`src/rtl/video_types.sv`:
```
// +---------------------------------------------------------------+
// | video_types : shared video-subsystem types and address map     |
// | rev 1.0                                                        |
// +---------------------------------------------------------------+
`default_nettype none

package video_types;

  typedef enum logic [1:0] {
    ST_IDLE  = 2'd0,
    ST_REQ   = 2'd1,
    ST_READ  = 2'd2,
    ST_WRITE = 2'd3
  } dma_state_t;

  localparam logic [15:0] DMA_REG_ADDR = 16'hFF46;
  localparam int          OAM_SIZE     = 160;
  localparam logic [15:0] OAM_BASE     = 16'hFE00;

endpackage

`default_nettype wire

```
`src/rtl/oam_dma_ctrl.sv`:
```
// +---------------------------------------------------------------+
// | oam_dma_ctrl : CPU-started block copy of XFER_LEN bytes to OAM |
// | rev 1.0                                                        |
// +---------------------------------------------------------------+
`default_nettype none

module oam_dma_ctrl #(
  parameter logic [15:0] DMA_REG_ADDR = video_types::DMA_REG_ADDR,
  parameter logic [15:0] OAM_BASE     = video_types::OAM_BASE,
  parameter int          XFER_LEN     = video_types::OAM_SIZE
) (
  input  logic        clk,
  input  logic        reset,
  input  logic [15:0] cpu_addr,
  input  logic [7:0]  cpu_wdata,
  input  logic        cpu_we,
  input  logic        cpu_re,
  output logic        cpu_hit,
  output logic [7:0]  cpu_rdata,
  output logic        bus_req,
  input  logic        bus_gnt,
  output logic [15:0] m_addr,
  output logic        m_rd,
  input  logic [7:0]  m_rdata,
  output logic        m_wr,
  output logic [7:0]  m_wdata,
  output logic        dma_active,
  output logic        dma_done
);

  import video_types::*;

  localparam logic [7:0] LAST_IDX = 8'(XFER_LEN - 1);

  dma_state_t  state_q, state_d;
  logic [7:0]  dma_reg_q, dma_reg_d;
  logic [15:0] src_q, src_d;
  logic [7:0]  idx_q, idx_d;
  logic [7:0]  data_q, data_d;
  logic        done_q, done_d;
  logic        start;

  assign cpu_hit    = (cpu_addr == DMA_REG_ADDR);
  assign start      = cpu_we && cpu_hit;
  assign cpu_rdata  = (cpu_re && cpu_hit) ? dma_reg_q : 8'h00;
  assign dma_active = (state_q != ST_IDLE);
  assign dma_done   = done_q;

  always_ff @(posedge clk or posedge reset) begin
    if (reset) begin
      state_q   <= ST_IDLE;
      dma_reg_q <= 8'h00;
      src_q     <= 16'h0000;
      idx_q     <= 8'h00;
      data_q    <= 8'h00;
      done_q    <= 1'b0;
    end else begin
      state_q   <= state_d;
      dma_reg_q <= dma_reg_d;
      src_q     <= src_d;
      idx_q     <= idx_d;
      data_q    <= data_d;
      done_q    <= done_d;
    end
  end

  always_comb begin
    state_d   = state_q;
    dma_reg_d = dma_reg_q;
    src_d     = src_q;
    idx_d     = idx_q;
    data_d    = data_q;
    done_d    = 1'b0;
    bus_req   = 1'b0;
    m_addr    = 16'h0000;
    m_rd      = 1'b0;
    m_wr      = 1'b0;
    m_wdata   = 8'h00;

    // Without grant the strobes drop and every register holds, so the step replays.
    case (state_q)
      ST_IDLE: ;
      ST_REQ: begin
        bus_req = 1'b1;
        if (bus_gnt) state_d = ST_READ;
      end
      ST_READ: begin
        bus_req = 1'b1;
        m_addr  = src_q + {8'h00, idx_q};
        m_rd    = bus_gnt;
        if (bus_gnt) begin
          data_d  = m_rdata;
          state_d = ST_WRITE;
        end
      end
      ST_WRITE: begin
        bus_req = 1'b1;
        m_addr  = OAM_BASE + {8'h00, idx_q};
        m_wdata = data_q;
        m_wr    = bus_gnt;
        if (bus_gnt) begin
          if (idx_q == LAST_IDX) begin
            state_d = ST_IDLE;
            done_d  = 1'b1;
          end else begin
            idx_d   = idx_q + 8'd1;
            state_d = ST_READ;
          end
        end
      end
      default: state_d = ST_IDLE;
    endcase

    // A start write restarts from any state; the strobe above still goes out.
    if (start) begin
      dma_reg_d = cpu_wdata;
      src_d     = {cpu_wdata, 8'h00};
      idx_d     = 8'h00;
      state_d   = ST_REQ;
      done_d    = 1'b0;
    end
  end

endmodule

`default_nettype wire
```
`config.mk`:
```
export PLATFORM = sky130hd
export DESIGN_NAME = oam_dma_ctrl
export DESIGN_NICKNAME = d
export VERILOG_FILES = /design/src/rtl/video_types.sv /design/src/rtl/oam_dma_ctrl.sv
export SDC_FILE = /design/constraint.sdc
export NUM_CORES = 1
export LEC_CHECK = 0
export BUFFER_PORTS_ARGS = -buffer_cell sky130_fd_sc_hd__buf_4
export CAP_MARGIN = 20
export CORE_MARGIN = 10
export CORE_UTILIZATION = 48
export DETAILED_ROUTE_END_ITERATION = 6
export GPL_ROUTABILITY_DRIVEN = 0
export PLACE_DENSITY_LB_ADDON = 0.05
export SLEW_MARGIN = 20
export SYNTH_ARGS = -nofsm -noshare
export SYNTH_HDL_FRONTEND = slang
export SYNTH_SLANG_ARGS = --single-unit
```
`constraint.sdc`:
```
create_clock -name clk -period 2.32 [get_ports clk]
set_input_delay 0.116 -clock clk [delete_from_list [all_inputs] [get_ports clk]]
set_output_delay 0.116 -clock clk [all_outputs]
set_load 0.1 [all_outputs]
```
==> results of run 1 <==
[per-layer routing]
layer / vias to the layer above / share of wire
met5: - / 0
met4: 0 / 0.012
met3: 5 / 0.071
met2: 35 / 0.54
met1: 659 / 0.37
li1: 698 / -
[kinds of logic after synthesis]
logic type,Yosys count
and+or+nand+nor,84
buffers and inverters,12
adders and majority gates,1
DFF,27
AOI/OAI and AO/OA,13
xor gates and xnor gates,6
muxes,10
[state kept, by name, summed over array words and instances (netlist names)]
name / flops
state_q: 2
idx_q: 8
data_q: 8
src_q: 8
dma_done: 1
[area by class of cell]
| type | instances | area, um^2 |
|---|---|---|
| Tap cell | 33 | 41.29 |
| Inverter | 3 | 11.26 |
| Clock buffer | 3 | 22.52 |
| Fill cell | 243 | 763.2 |
| Clock inverter | 1 | 5.005 |
| Multi-Input combinational cell | 114 | 750.7 |
| Sequential cell | 27 | 675.6 |
| Timing Repair Buffer | 93 | 733.2 |
[metrics by stage]
step | utilization | instance area, um^2 | total power (uW) | hold WS, ns
2_1_floorplan | - | 1480 | 2231 | 0.1687
3_3_place_gp | 0.6900 | 2072 | 2620 | 0.2019
3_5_place_dp | 0.6900 | 2072 | 2646 | 0.2086
4_1_cts | 0.7292 | 2190 | 2860 | 0.005369
5_1_grt | 0.7458 | 2240 | 2981 | 0.0006793
6_report | 0.7458 | 2240 | 2853 | 0.009917
[report_power, final]
group / switching [uW] / internal (uW)
sequential: 108 / 569
clock: 140 / 64.9
combinational: 1530 / 440
total: 1780 / 1070
[final timing paths]
kind	from	end	cells past startpoint
hold / removal	cpu_wdata[2]	src_q[10]$_DFFE_PP0N_	2
hold reg to reg	data_q[3]$_DFFE_PP0P_	data_q[3]$_DFFE_PP0P_	2
min in group asynchronous	reset	idx_q[4]$_DFFE_PP0P_	4
max in group asynchronous	reset	src_q[14]$_DFFE_PP0N_	4
setup / recovery	state_q[0]$_DFFE_PP0P_	m_rd	3
setup reg to reg	state_q[1]$_DFFE_PP0P_	idx_q[7]$_DFFE_PP0P_	4
[Yosys cell counts (all sizes together) (3+ instances only)]
| library cell | number | area share |
|---|---|---|
| nor2 | 9 | 0.023 |
| mux2 | 8 | 0.079 |
| o21a | 7 | 0.036 |
| buf | 3 | 0.014 |
| nor3 | 3 | 0.010 |
| nand2 | 28 | 0.082 |
| xnor2 | 5 | 0.030 |
| nand3 | 6 | 0.020 |
| clkbuf | 6 | 0.015 |
| and2 | 9 | 0.038 |
| nand4 | 3 | 0.013 |
| a21oi | 4 | 0.014 |
| dfrtp | 27 | 0.46 |
| and3 | 16 | 0.068 |
[timing repair]
action                                  in CTS  in global routing
endpoints found under the setup margin       0                  0
hold endpoints to repair                    35                  5
hold buffers                                 9                  5
==> metrics.txt, run 1 <==
Crit-path slowest cell dfrtp_1; clock insertion delay at the later pin of the skew report 0.33 ns; achievable frequency 478.7 MHz; cell class contributing the biggest share of worst-path delay buffers and inverters; Total GRT Usage 0.1517; final-report max-slew violation count 0; worst-path fanout max 11; starting DRC count in detailed routing 41; clock sink total 27; CP bufs+invs 2; synthesized cell area about 1500 um^2; register area share after synthesis 0.4565; multiplexer share of the synthesized area 0.09214; relative slew slack 0.5873; final routed wirelength across all metal layers 4180 um; required time of the worst setup path around 2.2 ns; met3 track demand over resource 0.05208; initial core utilization 0.4929; number of setup violations in the final report 0; number of cells after detailed placement 256; met2 usage in global routing 0.2861; Die Width roughly 76 um; Slew @ Worst Pin 0.6177 ns; gr busiest metal met2; nets in the synthesized netlist 191; CTS tree yes; post-detailed-route wirelength per cell 15.26 um; clk slew on worst S/H paths 0.15 ns; peak per-stage delay on the critical path between 0.5 and 0.6 ns; remaining global-route overflow 0; number of vias per cell 5.099; endpoint type of the worst setup path output port; Clock Tree Root clkbuf_4; dominant combinational cell family by area after synthesis simple AND/OR/NAND/NOR gates; layout-stage area growth over the synthesis result 51.31%; synthesized instance count between 150 and 200; number of enable-type register cells in the synthesized netlist 0; number of placed I/O pins 75; final setup skew 0.01099 ns; number of global-route vias before repair 1,425; antenna violations before repair 0; run status complete, no violations; layout cells sized above 1 0.3942; final setup slack of the worst path 0.2310 ns; parity-gate share of the synthesized area counting xor and xnor cells 0.03550; cell leakage power 0.001215 uW; critical path type reg -> out; vias after detailed routing 1,397; post-route non-filler standard cell count around 270; Max-cap violations 0; hold crit path type in -> reg; total of warnings raised by yosys 0; final critical-path share of the clock period 0.9004; crit start category flip-flop; Async SR Flop Fraction 1.000; worst voltage drop across the vdd grid 1.009 mV; number of post-CTS setup repair buffers 0; global-route wire length before repair 6644 um; Final TNS setup 0 ns; remaining number of nets flagged by the antenna check after routing 0; pwr/cell area around 1300 nW/um^2; Detailed Place HPWL 3204 um; full die area 5705 um^2; Total Nets Final 280; worst setup slack after placement approximately 0.45 ns; post-synthesis register bit count 27; total clock buffers created by CTS 3; Synth Area in Adders 0.008453; level count of the clock H-tree 1; post-cts sizing count 0; cell row count 20; synthesized area per cell 9.674 um^2; Critical Path, Cell by Cell nand3b_1 > clkinv_1 > buf_4; height of the die 75.53 um; most instantiated flip-flop cell in the synthesis netlist dfrtp_1; unrepaired setup endpoints after global routing false; diode count 0; setup slack, reg-to-reg 0.65 ns; top library cells by usage in the layout, fill and taps aside buf_4 (79), nand2_1 (27), dfrtp_1 (27); pin count of the biggest net entering global routing 28; DRC viols 0; most frequent standard cell in the layout excluding fill and tap cells buf_4; library cells used by synthesis 34; Worst Path Arrival 1.97 ns; core box area 3003 um^2; time the worst path needs with I/O delays and setup between 2 and 2.5 ns; grt met1 use 0.1485; fraction of the mapped netlist area in compound gates 0.05917; maximum count of clock buffers along a single path 2; Post-Synth Simple-Gate Area 0.3119; number of iterations in the first detailed-routing pass 4; Final Hold Violating Endpoints 0; Port Buf Inserts 74
Note: power is estimated with default switching activity, not from simulation.
==> run 2: changes to the inputs <==
- MAX_ROUTING_LAYER: unset -> met4
==> metrics.txt, run 2 (same netlist as run 1, synthesis figures left out) <==
worst voltage drop across the vdd grid 1.009 mV (about the same); achievable frequency 480.9 MHz (+0.45%); final routed wirelength across all metal layers 4181 um (about the same); layout-stage area growth over the synthesis result 51.31% (unchanged); Max-cap violations 0 (unchanged); antenna violations before repair 0 (unchanged); cell-internal power 1074 uW (about the same); starting DRC count in detailed routing 39 (-4.9%); number of setup violations in the final report 0 (unchanged); relative slew slack 0.5981 (+0.01074); remaining global-route overflow 0 (unchanged); global-route wire length before repair 6644 um (unchanged); required time of the worst setup path 2.20 ns (about the same); diode count 0 (unchanged); number of cells after detailed placement 256 (unchanged); cell leakage power 0.001215 uW (unchanged); pin count of the biggest net entering global routing 28 (unchanged); Power, Total 2849 uW (-0.15%); hold crit path type in -> reg; CTS tree yes; Clock Power Share 0.071 (about the same); registers with the highest flip-flop counts data_q (8), idx_q (8), src_q (8); clock insertion delay at the later pin of the skew report 0.33 ns (about the same); proportion of power drawn by combinational gates 0.691 (about the same); switching power share of the total 0.6229 (about the same); final critical-path share of the clock period 0.8963 (-0.004076); clk slew on worst S/H paths 0.15 ns (about the same); post-route non-filler standard cell count 274 (unchanged); most frequent standard cell in the layout excluding fill and tap cells buf_4; height of the die 75.53 um (unchanged); number of global-route vias before repair 1,427 (+0.14%); count of hold-fix buffers inserted at cts 9 (unchanged); total clock buffers created by CTS 3 (unchanged); final-report max-slew violation count 0 (unchanged); crit start category flip-flop; Slew @ Worst Pin 0.6016 ns (-0.01608 ns); Clock Tree Root clkbuf_4; initial core utilization 0.4929 (unchanged); number of placed I/O pins 75 (unchanged); maximum count of clock buffers along a single path 2 (unchanged); top library cells by usage in the layout, fill and taps aside buf_4 (79), nand2_1 (27), dfrtp_1 (27); endpoint type of the worst setup path output port; Worst Path Arrival 1.96 ns (about the same); final setup skew 0.01175 ns (+0.0007579 ns); worst-path fanout max 11 (unchanged); remaining number of nets flagged by the antenna check after routing 0 (unchanged); number of iterations in the first detailed-routing pass 4 (unchanged); critical path type reg -> out; Die Width 75.53 um (unchanged); Finished Core Util 0.7458 (unchanged); Total Nets Final 280 (unchanged); post-detailed-route wirelength per cell 15.26 um (about the same); cell row count 20 (unchanged); hold slack final 0.01222 ns (+0.002303 ns); number of vias per cell 5.106 (+0.14%); Final TNS setup 0 ns (unchanged); DRC viols 0 (unchanged); Total GRT Usage 0.1559 (+0.004216); pwr/cell area 1272 nW/um^2 (-0.15%); vias after detailed routing 1,399 (+0.14%); time the worst path needs with I/O delays and setup 2.080 ns (-0.009456 ns); Detailed Place HPWL 3204 um (unchanged); full die area 5705 um^2 (unchanged); core box area 3003 um^2 (unchanged); relative contribution of sequential cells to total power 0.238 (about the same); level count of the clock H-tree 1 (unchanged); layout cells sized above 1 0.3942 (unchanged); clock sink total 27 (unchanged); number of post-CTS setup repair buffers 0 (unchanged); unrepaired setup endpoints after global routing false; run status complete, no violations; post-cts sizing count 0 (unchanged); Port Buf Inserts 74 (unchanged); Final Hold Violating Endpoints 0 (unchanged); power spent charging and discharging nets 1775 uW (-0.23%)
-- run 2: cell counts in the layout (fill, tap and decap cells not counted) --
No cell type changed its count.
-- run 2: worst paths after layout --
| check | cells past startpoint | endpoint | start | slack [ns] |
|---|---|---|---|---|
| hold reg to reg | 2 | data_q[3]$_DFFE_PP0P_ | data_q[3]$_DFFE_PP0P_ | 0.49 |
| setup / recovery | 3 | m_rd | state_q[0]$_DFFE_PP0P_ | 0.24 |
| hold / removal | 2 | src_q[10]$_DFFE_PP0N_ | cpu_wdata[2] | 0.01 |
| max in group asynchronous | 4 | src_q[14]$_DFFE_PP0N_ | reset | 1.69 |
| setup reg to reg | 4 | idx_q[7]$_DFFE_PP0P_ | state_q[1]$_DFFE_PP0P_ | 0.64 |
| min in group asynchronous | 4 | idx_q[4]$_DFFE_PP0P_ | reset | 0.37 |
-- run 2: layout make-up --
class,instances,area [um^2]
clock buffers,3,22.52
clock inverters,1,5.005
fillers,243,763.2
well taps,33,41.29
repair buffers,93,733.2
multi-input cells,114,750.7
flip-flops and latches,27,675.6
inverters,3,11.26
-- run 2: critical path, cell delays in order (launching register included) --
cell	delay [ns]
dfrtp_1	0.58
nand3b_1	0.37
clkinv_1	0.34
buf_4	0.33
-- run 2: metrics by stage --
stage / setup WS (ns) / cell area, um^2
5_1_grt: 0.06928 / 2240
4_1_cts: 0.2372 / 2190
3_3_place_gp: 0.4569 / 2072
3_5_place_dp: 0.4462 / 2072
6_report: 0.2405 / 2240
2_1_floorplan: 0.03264 / 1480
-- run 2: per-layer routing --
layer  track usage  wire [um]  up-vias
met2        0.2861       2297       36
met1        0.1555       1593      665
met4       0.05567         44        0
met5             -          0        -
li1              -          -      694
met3       0.04036        247        4
-- run 2: power by group through the flow --
stage	Combinational (uW)	Sequential, uW	Clock, uW
2_1_floorplan	1600	628	0
3_3_place_gp	1940	679	0
5_1_grt	2050	698	231
3_5_place_dp	1960	686	0
6_report	1970	677	203
4_1_cts	1970	676	210
